## src/rtl/int_pend_arb_pkg.sv

```systemverilog
// Shared types and helpers for the interrupt pending/arbitration stage.
// Holds the FSM state encoding, default sizing and the priority encoder.
package int_pend_arb_pkg;

  localparam int NSRC_DEF = 5;
  localparam int VW_DEF   = 3;
  localparam int PE_MAXW  = 32;

  typedef enum logic [1:0] {
    ST_IDLE = 2'd0,
    ST_REQ  = 2'd1,
    ST_ACKW = 2'd2
  } arb_state_t;

  // Index of the lowest set bit; source 0 has the highest priority.
  function automatic int prio_enc(input logic [PE_MAXW-1:0] v);
    int idx;
    idx = 0;
    for (int i = PE_MAXW - 1; i >= 0; i--) begin
      if (v[i]) idx = i;
    end
    return idx;
  endfunction

endpackage

```

## src/rtl/int_pend_bit.sv

```systemverilog
// One clocked pending bit with clear-dominant set/clear semantics,
// matching the upstream set/clear latches.
module int_pend_bit (
  input  logic clk,
  input  logic rst,
  input  logic set,
  input  logic clr,
  output logic pend
);

  always_ff @(posedge clk or posedge rst) begin
    if (rst) pend <= 1'b0;
    else     pend <= ~clr & (set | pend);
  end

endmodule

```

## src/rtl/int_pend_arb.sv

```systemverilog
// Pending capture, masking and fixed-priority selection of interrupt sources,
// presented to the core over a req/ack handshake with auto-clear on ack.
module int_pend_arb
  import int_pend_arb_pkg::*;
#(
  parameter int NSRC = NSRC_DEF,
  parameter int VW   = VW_DEF
) (
  input  logic            sys_clk,
  input  logic            reset,
  input  logic [NSRC-1:0] src_set,
  input  logic            clr_wr,
  input  logic [NSRC-1:0] clr_din,
  input  logic            mask_wr,
  input  logic [NSRC-1:0] mask_din,
  input  logic            int_ack,
  output logic            int_req,
  output logic [VW-1:0]   int_vec,
  output logic [NSRC-1:0] pend,
  output logic [NSRC-1:0] mask
);

  arb_state_t      state_reg;
  logic [NSRC-1:0] active;
  logic [NSRC-1:0] clr;
  logic [NSRC-1:0] autoclr;
  logic [NSRC-1:0] vec_onehot;
  logic [VW-1:0]   sel;
  logic            ack_take;
  logic            vec_active;

  assign active     = pend & mask;
  assign sel        = VW'(prio_enc(PE_MAXW'(active)));
  assign ack_take   = (state_reg == ST_REQ) && int_ack;
  assign vec_active = |(active & vec_onehot);

  genvar gi;
  generate
    for (gi = 0; gi < NSRC; gi++) begin : g_src
      assign vec_onehot[gi] = (int_vec == VW'(gi));
      // Auto-clear lasts only for the REQ cycle in which ack is seen.
      assign autoclr[gi]    = ack_take && vec_onehot[gi];
      assign clr[gi]        = (clr_wr & clr_din[gi]) | autoclr[gi];

      int_pend_bit u_bit (
        .clk  (sys_clk),
        .rst  (reset),
        .set  (src_set[gi]),
        .clr  (clr[gi]),
        .pend (pend[gi])
      );
    end
  endgenerate

  always_ff @(posedge sys_clk or posedge reset) begin
    if (reset) begin
      state_reg <= ST_IDLE;
      int_req   <= 1'b0;
      int_vec   <= '0;
      mask      <= '0;
    end else begin
      if (mask_wr) mask <= mask_din;
      case (state_reg)
        ST_IDLE: begin
          if (|active) begin
            int_vec   <= sel;
            int_req   <= 1'b1;
            state_reg <= ST_REQ;
          end
        end
        // int_vec stays frozen here: no preemption by higher priority.
        ST_REQ: begin
          if (int_ack) begin
            int_req   <= 1'b0;
            state_reg <= ST_ACKW;
          end else if (!vec_active) begin
            int_req   <= 1'b0;
            state_reg <= ST_IDLE;
          end
        end
        ST_ACKW: begin
          if (!int_ack) state_reg <= ST_IDLE;
        end
        default: begin
          int_req   <= 1'b0;
          state_reg <= ST_IDLE;
        end
      endcase
    end
  end

endmodule

```

## config.mk

```make
export PLATFORM = sky130hd
export DESIGN_NAME = int_pend_arb
export DESIGN_NICKNAME = d
export VERILOG_FILES = /design/src/rtl/int_pend_arb_pkg.sv /design/src/rtl/int_pend_bit.sv /design/src/rtl/int_pend_arb.sv
export SDC_FILE = /design/constraint.sdc
export NUM_CORES = 1
export LEC_CHECK = 0
export CAP_MARGIN = 5
export CORE_MARGIN = 2
export CORE_UTILIZATION = 30
export DETAILED_ROUTE_END_ITERATION = 16
export GPL_ROUTABILITY_DRIVEN = 0
export PLACE_DENSITY = 0.65
export SLEW_MARGIN = 20
export SYNTH_ARGS = -nofsm -noshare
export SYNTH_HDL_FRONTEND = slang
export SYNTH_SLANG_ARGS = --single-unit
```

## constraint.sdc

```tcl
create_clock -name sys_clk -period 2.1 [get_ports sys_clk]
set_clock_uncertainty 0.2 [all_clocks]
set_input_delay 0.21 -clock sys_clk [delete_from_list [all_inputs] [get_ports sys_clk]]
set_output_delay 0.21 -clock sys_clk [all_outputs]
set_load 0.005 [all_outputs]
```

==> results of run 1 <==
==> power breakdown <==
group	switching (W)	internal, W	leakage (nW)
clock network	0.0000928	0.0000667	0.0138
registers	0.000120	0.000390	0.190
logic	0.000164	0.000267	0.266
total	0.000377	0.000724	0.470
==> final cells by class <==
cell class | instances | area, um^2 | area share
flip-flops and latches | 16 | 400 | 0.345
multi-input cells | 50 | 352 | 0.303
repair buffers | 34 | 338 | 0.291
well taps | 30 | 37.5 | 0.0323
clock buffers | 3 | 22.5 | 0.0194
inverters | 3 | 11.3 | 0.00970
==> critical path: stages, from the launching register on <==
cell and delay, ns:
dfrtp_1 0.49, mux4_1 0.58, o32a_1 0.32, o32ai_1 0.21
==> cell families (layout without fill, tap and decap cells) <==
family / count (synthesis) / count (layout) / synth area share
muxes: 7 / 7 / 0.117
and+or+nand+nor: 25 / 25 / 0.153
DFF: 16 / 16 / 0.500
buffers and inverters: 8 / 40 / 0.0609
AOI/OAI and AO/OA: 18 / 18 / 0.169
==> cell usage after synthesis, drive strengths merged <==
| cell | n |
|---|---|
| o32a | 1 |
| a21oi | 3 |
| a31oi | 1 |
| nor2 | 5 |
| o32ai | 1 |
| buf | 5 |
| o21ai | 3 |
| nor3b | 1 |
| mux2 | 6 |
| o31ai | 1 |
| inv | 3 |
| nor3 | 1 |
| a222oi | 1 |
| mux4 | 1 |
| or2b | 1 |
| nand3 | 4 |
| a211oi | 1 |
| a22oi | 1 |
| or4b | 1 |
| o221a | 2 |
| a221oi | 1 |
| a21boi | 1 |
| dfrtp | 16 |
| nand2b | 1 |
| a41oi | 1 |
| nand2 | 11 |
==> stage by stage <==
step                utilization  area, um^2
floorplan                     -         801
global placement          0.455        1140
detailed placement        0.455        1140
CTS                       0.464        1160
global route              0.464        1160
finish                    0.464        1160
==> metal layers <==
metal | vias to the layer above | share of wire
met5 | - | 0
met4 | 0 | 0.022
met3 | 5 | 0.060
met2 | 23 | 0.49
met1 | 350 | 0.43
li1 | 336 | -
==> worst max path at each step <==
| stage | start | endpoint | slack, ns | cells past startpoint |
|---|---|---|---|---|
| detailed placement | int_vec[0]$_DFFE_PP0P_ | int_req$_DFFE_PP0P_ | 0.22 | 3 |
| floorplan | int_vec[0]$_DFFE_PP0P_ | int_req$_DFFE_PP0P_ | 0.31 | 3 |
| CTS | int_vec[0]$_DFFE_PP0P_ | int_req$_DFFE_PP0P_ | 0.19 | 3 |
| finish | int_vec[0]$_DFFE_PP0P_ | int_req$_DFFE_PP0P_ | 0.20 | 3 |
| global placement | int_vec[0]$_DFFE_PP0P_ | int_req$_DFFE_PP0P_ | 0.25 | 3 |
| global route | int_vec[0]$_DFFE_PP0P_ | int_req$_DFFE_PP0P_ | 0.12 | 3 |
==> run summary, run 1 <==
In this run the clock root is driven by a clkbuf_4. The logs give 714 for the via count of the routed design and 0.470 nW for the static leakage. The logs give 0.500 for the share of the yosys chip area belonging to registers and 0 for the number of cells upsized or downsized after cts.

The flow ran to the end, and the final reports show no timing, DRC or antenna violations. The count of buffers added on input and output ports is 33. The synthesized design spends more area on one cell type than any other, namely dfrtp_1.

The run gives 94 as the number of nets produced by synthesis. Fraction of synthesized cell area taken by the top area cell type: 0.500. Including well taps, the total number of placed cells is 133.

The number of cells on the worst reg-to-reg path is 3, and the flop-to-flop setup slack is 0.20 ns. The final routed wirelength across all metal layers is 1.93 mm. The later pin in the worst-skew pair is clocked with a latency of 0.28 ns. The wire-length estimate of the detail-placed layout is 1.51 mm. Setup repair after global routing left no endpoint under its margin.

The total global-route track usage came out at 0.144. The logs give 0.205 ns for the least setup slack across all paths after layout and 3 for the number of clock buffers inserted by TritonCTS. By area the synthesized netlist is led by dfrtp_1 50%, mux2_2 8.4%, buf_4 4.7%.

The tools report the critical path capture point type as a flop. The height of the die came out at 55.7 um. The run gives 0 as the total of warnings raised by yosys. The time the final worst path needs with I/O delays and setup is 1.90 ns.

The part of the cycle the worst path needs was 0.903; the met1 demand-to-capacity share in global routing was 0.175. The largest registers in the layout are g_src.u_bit.pend (5), mask (5), int_vec (3). For this run, the number of standard cells in the final layout without fillers is 136.

Setup violations remaining at the end of the flow were counted as 0. Setup TNS: 0 ns. The post-route worst hold slack is 0.0825 ns.

Entering global routing, the biggest net connects 17 pins. By startpoint and endpoint, the worst setup path is classified as reg2reg. The layout overhead on the synthesized area came out at 45.0%.

0 antenna diodes ended up in the layout. The final max-slew violation count is 0, and the die boundary width is 55.7 um. For this design the top-level I/O count stands at 34. The power density of the placed cells was 948 mW/mm^2. The final hold violation count came out at 0. In the layout the commonest cells are 33 x clkdlybuf4s50_1, 16 x dfrtp_1, 10 x nand2_1. The tools report the startpoint class of the critical path as a flop. Count of nets after finishing: 128. STA puts the critical path data required time at 2.09 ns.

The path type of the worst min-delay path is in2async. In this run, post-CTS hold repair placed 0 buffers. The met2 usage in global routing is 0.235, and the number of antenna violations at the first check in global routing is 0. The region available for standard cell placement spans 0.00250 mm^2. The DRC violation count after routing is 0, and the post-synthesis cell count is 74. For this design, the sink count on the clock tree is 16. After clock tree synthesis, the setup repair step added 0 buffers. The run gives 0.00110 W as the total design power. The commonest non-fill, non-tap cell in the layout is clkdlybuf4s50_1. For the maximum level of the CTS H-tree, the log shows 1. The transition time at the pin with the least slew margin is 0.598 ns.

Max-cap violations in this run came to 0. The detail-routed net length per standard cell works out to 14.2 um. The cell area after synthesis was 801 um^2. The worst flop-to-flop path startpoint is int_vec[0]$_DFFE_PP0P_. In this run the critical register-to-register path is captured at int_req$_DFFE_PP0P_. Along the worst path, the maximum fanout reaches 8. The initial standard-cell utilization of the core is 0.320. The total overflow left after global routing is 0. The synthesized design contains 16 register bits. Before CTS, the worst setup slack after placement is 0.217 ns.

The achievable clock frequency is 0.528 GHz. The via-per-instance ratio was 5.25; the filler cell count in the final layout was 249. No sink is reached through more buffers than the 2 on the longest clock path. After floorplanning, the core was divided into 18 placement rows. TritonCTS built the clock tree. The number of unique standard cell types used by synthesis came out at 27. A synthesized cell averages 10.8 um^2. Worst slew slack as a fraction of its limit: 0.601. The area enclosed by the die boundary was 0.00310 mm^2; the via count of the first global-routing pass was 752. The logs give 0.0349 for the met3 routing resource usage after global routing and 4 for the number of iterations in the first detailed-routing pass.

After the first detailed-routing iteration, the DRC count stood at 9. The share of layout cells above drive strength 1 came out at 0.132. STA puts the critical path data arrival time at 1.89 ns.

Once detail routing completed, the nets flagged for antenna violations numbered 0. The most utilized layer in the global route result was met2. The first-pass GRT wire length was 3.42 mm; the clock slew seen by the registers of the worst setup and hold paths was 0.09 ns. The highest ir drop seen on vdd was 460 uV.
Power figures use the tool's default switching activity.
==> run 2: changes to the inputs <==
- MAX_ROUTING_LAYER: not set -> met4
==> run 2 against run 1 <==
Critical path depth stayed put. Wire length about the same. Count of clock-buffer cells in the layout unchanged. First-iteration DRC count is 11% lower. Critical path type unchanged.
==> run summary, run 2 (synthesized netlist as in run 1, its figures left out) <==
The run finished with clean final reports. The analysis attributes to cell leakage a power of 0.470 nW. Gates resized during post-CTS repair numbered 0.

For the total global-route track usage, the log shows 0.147. The number of failing setup endpoints in the final timing report is 0. The switching power as a share of total power was 0.342.

The tools report the maximum number of pins on one net before global-route repair as 17. The library cell used most frequently in the layout, excluding fill and tap cells, is clkdlybuf4s50_1. The area growth from synthesis to layout is 45.0%. The run gives 1.89 ns as the critical path data arrival time.

STA classifies the critical path endpoint as a flop. For the worst flop-to-flop path, the logic depth is 3. The tools report the clock network latency to the later pin of the worst-skew pair as 0.28 ns. During I/O placement, the number of pins put on the boundary was 34. The tree is rooted in a clkbuf_4. Peak fanout along the critical path: 8. After routing, the total negative slack on setup checks comes to 0 ns. The maximum level of the CTS H-tree came out at 1. The clock power share came out at 0.145. The time the final worst path needs with I/O delays and setup is 1.90 ns. In the layout the commonest cells are 33 x clkdlybuf4s50_1, 16 x dfrtp_1, 10 x nand2_1. The share of layout cells above drive strength 1 was 0.132; the power density of the placed cells was 948 mW/mm^2. The largest registers in the layout are g_src.u_bit.pend (5), mask (5), int_vec (3). The worst flop-to-flop path startpoint is int_vec[0]$_DFFE_PP0P_.

On the critical path, the stage with the largest delay is an instance of mux4_1. After clock tree synthesis, the clock-pin slew on the worst setup and hold paths is 0.09 ns. The internal power summed over all cells is 0.000724 W. The floorplan step defined a die boundary enclosing 0.00310 mm^2.

The via count of the first global-routing pass is 754, and the number of antenna repair diodes is 0. The number of setup buffers added after CTS is 0. Number of nets still failing antenna checks after routing: 0. The count of buffers from port buffering is 33. STA classifies the critical path startpoint as a flop. The tools report the core region area as 0.00250 mm^2. Setup repair after global routing left no endpoint under its margin. TritonCTS built the clock tree. In this run, CTS created clock tree buffers numbering 3. The longest clock path from root to sink contains 2 buffers. At the end of the flow, the number of nets in the layout was 128. The register share of total power is 0.464. The detailed router finished its first iteration with 8 violations. Number of antenna violations at the first check in global routing: 0.

The floorplan step set the die height to 55.7 um. The logs give 460 uV for the highest ir drop seen on vdd and 0.203 ns for the least setup slack across all paths after layout. The run gives 0 as the DRC violation count after routing.

Part of the cycle the worst path needs: 0.903. The via count of the routed design was 715. The combinational power share was 0.391; the number of hold-repair buffers added at the cts stage was 0.

For this design the total switching power over the nets is 0.000377 W. The tree built by TritonCTS fans out to 16 sinks. Traced cell by cell, the critical path runs through mux4_1, o32a_1, o32ai_1. For the pin with the worst max-slew slack, the measured transition is 0.598 ns.

The first global-routing pass estimated 3.42 mm of wire. The number of buffers and inverters on the critical path is 0. In this run the critical register-to-register path is captured at int_req$_DFFE_PP0P_. Setup slack on the worst reg-to-reg path comes out at 0.20 ns.

Global routing finished with a remaining overflow of 0. In this run the core area contains 18 standard-cell rows. The kind of cell with the highest combined delay along the critical path is multiplexers. The detail-routed net length per standard cell came out at 14.2 um. The critical path is of the reg2reg type. Number of iterations in the first detailed-routing pass: 4.

Prior to clock tree synthesis, the placed netlist has a worst setup slack of 0.217 ns. The HPWL after detailed placement is 1.51 mm. For the worst endpoint required time, the log shows 2.09 ns. The stage delay of the slowest cell on the critical path is 0.58 ns. In this run the horizontal extent of the chip is 55.7 um. The via-per-instance ratio is 5.26. The final hold violation count is 0. The initial standard-cell utilization of the core is 0.320. Summed over all layers, the routed wires come to 1.93 mm. Counting the fill cells in the layout gives 249.

The final max-slew violation count is 0. The worst hold path belongs to the class in2async. Based on the critical path, the design can be clocked at up to 0.527 GHz. The number of max-capacitance violations reported is 0, and the worst slew slack as a fraction of its limit is 0.601.
-- run 2: cell counts in the layout (fill, tap and decap cells not counted) --
No cell type changed its count.
-- run 2: final cells by class --
class | count | area, um^2 | share of cell area
clock buffer | 3 | 22.5 | 0.0194
sequential | 16 | 400 | 0.345
timing repair buffer | 34 | 338 | 0.291
multi-input combinational | 50 | 352 | 0.303
inverter | 3 | 11.3 | 0.00970
tap | 30 | 37.5 | 0.0323
-- run 2: worst reg2reg max path: stages (launching register included) --
cell     delay (ns)
dfrtp_1        0.49
mux4_1         0.58
o32a_1         0.32
o32ai_1        0.21
-- run 2: metrics by stage --
stage          power (W)  cells  hold slack [ns]  instance area, um^2  utilization
3_5_place_dp    0.000950    133            0.357                 1140        0.455
6_report         0.00110    136           0.0829                 1160        0.464
5_1_grt          0.00119    136            0.178                 1160        0.464
2_1_floorplan   0.000730     74          -0.0763                  801            -
3_3_place_gp    0.000940    133            0.340                 1140        0.455
4_1_cts          0.00111    136            0.105                 1160        0.464
-- run 2: per-layer routing --
layer,routed length (um),GRT usage,part of all wire
met1,838,0.175,0.44
met2,945,0.236,0.49
met3,98,0.0302,0.051
met4,43,0.0732,0.022
met5,0,-,0
-- run 2: worst max path at each step --
stage | endpoint | slack (ns) | depth (start not counted) | startpoint
after floorplan | int_req$_DFFE_PP0P_ | 0.31 | 3 | int_vec[0]$_DFFE_PP0P_
after global placement | int_req$_DFFE_PP0P_ | 0.25 | 3 | int_vec[0]$_DFFE_PP0P_
after detailed placement | int_req$_DFFE_PP0P_ | 0.22 | 3 | int_vec[0]$_DFFE_PP0P_
after CTS | int_req$_DFFE_PP0P_ | 0.19 | 3 | int_vec[0]$_DFFE_PP0P_
after global routing | int_req$_DFFE_PP0P_ | 0.12 | 3 | int_vec[0]$_DFFE_PP0P_
final | int_req$_DFFE_PP0P_ | 0.20 | 3 | int_vec[0]$_DFFE_PP0P_
-- run 2: power by group through the flow --
stage | registers [W] | clock network, W | logic (W)
floorplan | 0.000489 | 0 | 0.000240
global placement | 0.000508 | 0 | 0.000432
detailed placement | 0.000516 | 0 | 0.000434
CTS | 0.000510 | 0.000166 | 0.000437
global route | 0.000532 | 0.000180 | 0.000476
finish | 0.000510 | 0.000159 | 0.000431
==> run 3: changes to the inputs <==
- CORE_UTILIZATION: 30 -> 41
- PLACE_DENSITY: 0.65 -> 0.83
==> run 3 against run 2 <==
Register-to-register slack about the same. Critical path type unchanged. Global-route usage is 4.7 points higher. First-iteration DRC count grew to 4.6 times the previous value. Power up 4.2%. Largest cell class unchanged.
==> run summary, run 3 (synthesized netlist as in run 1, its figures left out) <==
The logs give 0.29 ns for the clock network latency to the later pin of the worst-skew pair and 0 for the DRC violation count after routing. The combined buffer and inverter count along the critical path was 0. Worst slew slack as a fraction of its limit: 0.611. The tools report the final max-slew violation count as 0.

The final routed wirelength across all metal layers was 1.94 mm; the clock slew seen by the registers of the worst setup and hold paths was 0.10 ns. The part of the cycle the worst path needs is 0.909. The commonest non-fill, non-tap cell in the layout was clkdlybuf4s50_1. The tools report the number of max-capacitance violations reported as 0. Critical path capture point type: a flop. Setup slack on the worst reg-to-reg path comes out at 0.19 ns. Measured along the x axis, the die boundary spans 48.2 um.

Global routing finished with a remaining overflow of 0. The worst setup path is launched from a flop. The count of nets left with antenna violations once routing finished came out at 0.

The run gives 1.91 ns as the critical path data arrival time. The setup TNS was 0 ns; the initial standard-cell utilization of the core was 0.449. The library cells used most frequently in the layout, excluding fill and tap cells, are 33 x clkdlybuf4s50_1, 16 x dfrtp_1, 10 x nand2_1. The count of buffers from port buffering came out at 33. In this run, CTS created clock tree buffers numbering 3.

For the clock sink total, the log shows 16. The run finished with clean final reports. Dividing the detail-routed wire length by the instance count gives 14.8 um. The number of setup buffers added after CTS is 0. In this run the power density over the cells is 988 mW/mm^2.

The maximum number of buffers from clock root to sink was 2. The tools report the worst flop-to-flop path startpoint as int_vec[0]$_DFFE_PP0P_. The logs give 0.0664 ns for the post-route worst hold slack and 0.524 GHz for the achievable clock frequency. The tools report the maximum level of the CTS H-tree as 1. The critical path goes through mux4_1, o32a_1, o32ai_1. The detailed router placed 720 vias in this run.

For this block, the initial DRC count from the detailed router was 37. For this run, the slowest stage of the critical path takes 0.59 ns. Before antenna repair, the detailed router went through 4 iterations. The via-per-instance ratio works out to 5.50. The slowest stage of the critical path is the mux4_1 cell. The tools report the least setup slack across all paths after layout as 0.190 ns. For this run, the post-layout net count is 127.

The first global-routing pass estimated 2.99 mm of wire. The tools report the number of cell rows as 15. Type of the worst setup path: reg2reg.

The number of cells on the worst reg-to-reg path came out at 3. The transition time at the pin with the least slew margin is 0.582 ns, and the number of antenna violations at the first check in global routing is 0. The time the final worst path needs with I/O delays and setup works out to 1.91 ns. The static leakage came out at 0.473 nW.

TritonCTS built the clock tree. The floorplan step defined a die boundary enclosing 0.00232 mm^2. 34 I/O pins were placed. The share of layout cells above drive strength 1 was 0.132. The tightest min-delay check is of the in2async type. The number of antenna diodes in the final layout is 0. The worst register-to-register path ends at int_req$_DFFE_PP0P_. For the number of hold-repair buffers added at the cts stage, the log shows 0. On the critical path the largest part of the delay comes from multiplexers.

Setup repair after global routing left no endpoint under its margin. The tools report the root cell of the clock tree as clkbuf_4. For the worst endpoint required time, the log shows 2.10 ns. The run gives 0.194 as the total global-route track usage. The largest registers in the layout are g_src.u_bit.pend (5), mask (5), int_vec (3). Of all nets on the critical path, the largest fanout is 8. From synthesis to final layout, the design area changed by 45.0%. The total area inside the core boundary comes to 0.00178 mm^2. The maximum number of pins on one net before global-route repair is 17, and the pre-CTS worst setup slack is 0.198 ns.

The via count of the first global-routing pass is 693, and the number of failing setup endpoints in the final timing report is 0. In this run, post-CTS repair resized a total of 0 instances. The worst-case IR drop observed on VDD is 592 uV.

The tools report the final hold violation count as 0. The die is 48.2 um tall. Detailed placement finished with a half-perimeter wire length of 1.45 mm.
## run 3: cell count changes in the layout (fill, tap and decap cells not counted), sizes merged
cell / before / now
buf: 1 / 0
clkbuf: 3 / 4
## run 3: area by class of cell
cell class | instances | area [um^2]
clock buffer | 4 | 36.3
fill | 146 | 622
inverter | 3 | 11.3
multi-input combinational | 50 | 352
sequential | 16 | 400
tap | 25 | 31.3
timing repair buffer | 33 | 330
## run 3: through the flow
step / cell area [um^2] / utilization / total power, W / instances
after floorplan: 801 / - / 0.000730 / 74
final: 1160 / 0.651 / 0.00115 / 131
after global routing: 1160 / 0.651 / 0.00122 / 131
after detailed placement: 1120 / 0.631 / 0.000944 / 127
after global placement: 1120 / 0.631 / 0.000928 / 127
after CTS: 1160 / 0.651 / 0.00115 / 131
## run 3: report_power, final
part | internal [W] | switching (W)
clock network | 0.000106 | 0.000101
logic | 0.000263 | 0.000166
registers | 0.000390 | 0.000120
## run 3: per-layer routing
layer	GRT usage	wire, um
met1	0.244	815
met2	0.305	929
met4	0.0973	38
met3	0.0259	157
met5	-	0
## run 3: worst reg2reg max path: stages, from the launching register on
cell	delay [ns]
dfrtp_1	0.49
mux4_1	0.59
o32a_1	0.31
o32ai_1	0.22
## run 3: worst max path at each step
stage | slack, ns | from | depth (start not counted) | endpoint
2_1_floorplan | 0.31 | int_vec[0]$_DFFE_PP0P_ | 3 | int_req$_DFFE_PP0P_
4_1_cts | 0.19 | int_vec[0]$_DFFE_PP0P_ | 3 | int_req$_DFFE_PP0P_
3_5_place_dp | 0.20 | int_vec[0]$_DFFE_PP0P_ | 3 | int_req$_DFFE_PP0P_
3_3_place_gp | 0.26 | int_vec[0]$_DFFE_PP0P_ | 3 | int_req$_DFFE_PP0P_
5_1_grt | 0.15 | int_vec[0]$_DFFE_PP0P_ | 3 | int_req$_DFFE_PP0P_
6_report | 0.19 | int_vec[0]$_DFFE_PP0P_ | 3 | int_req$_DFFE_PP0P_
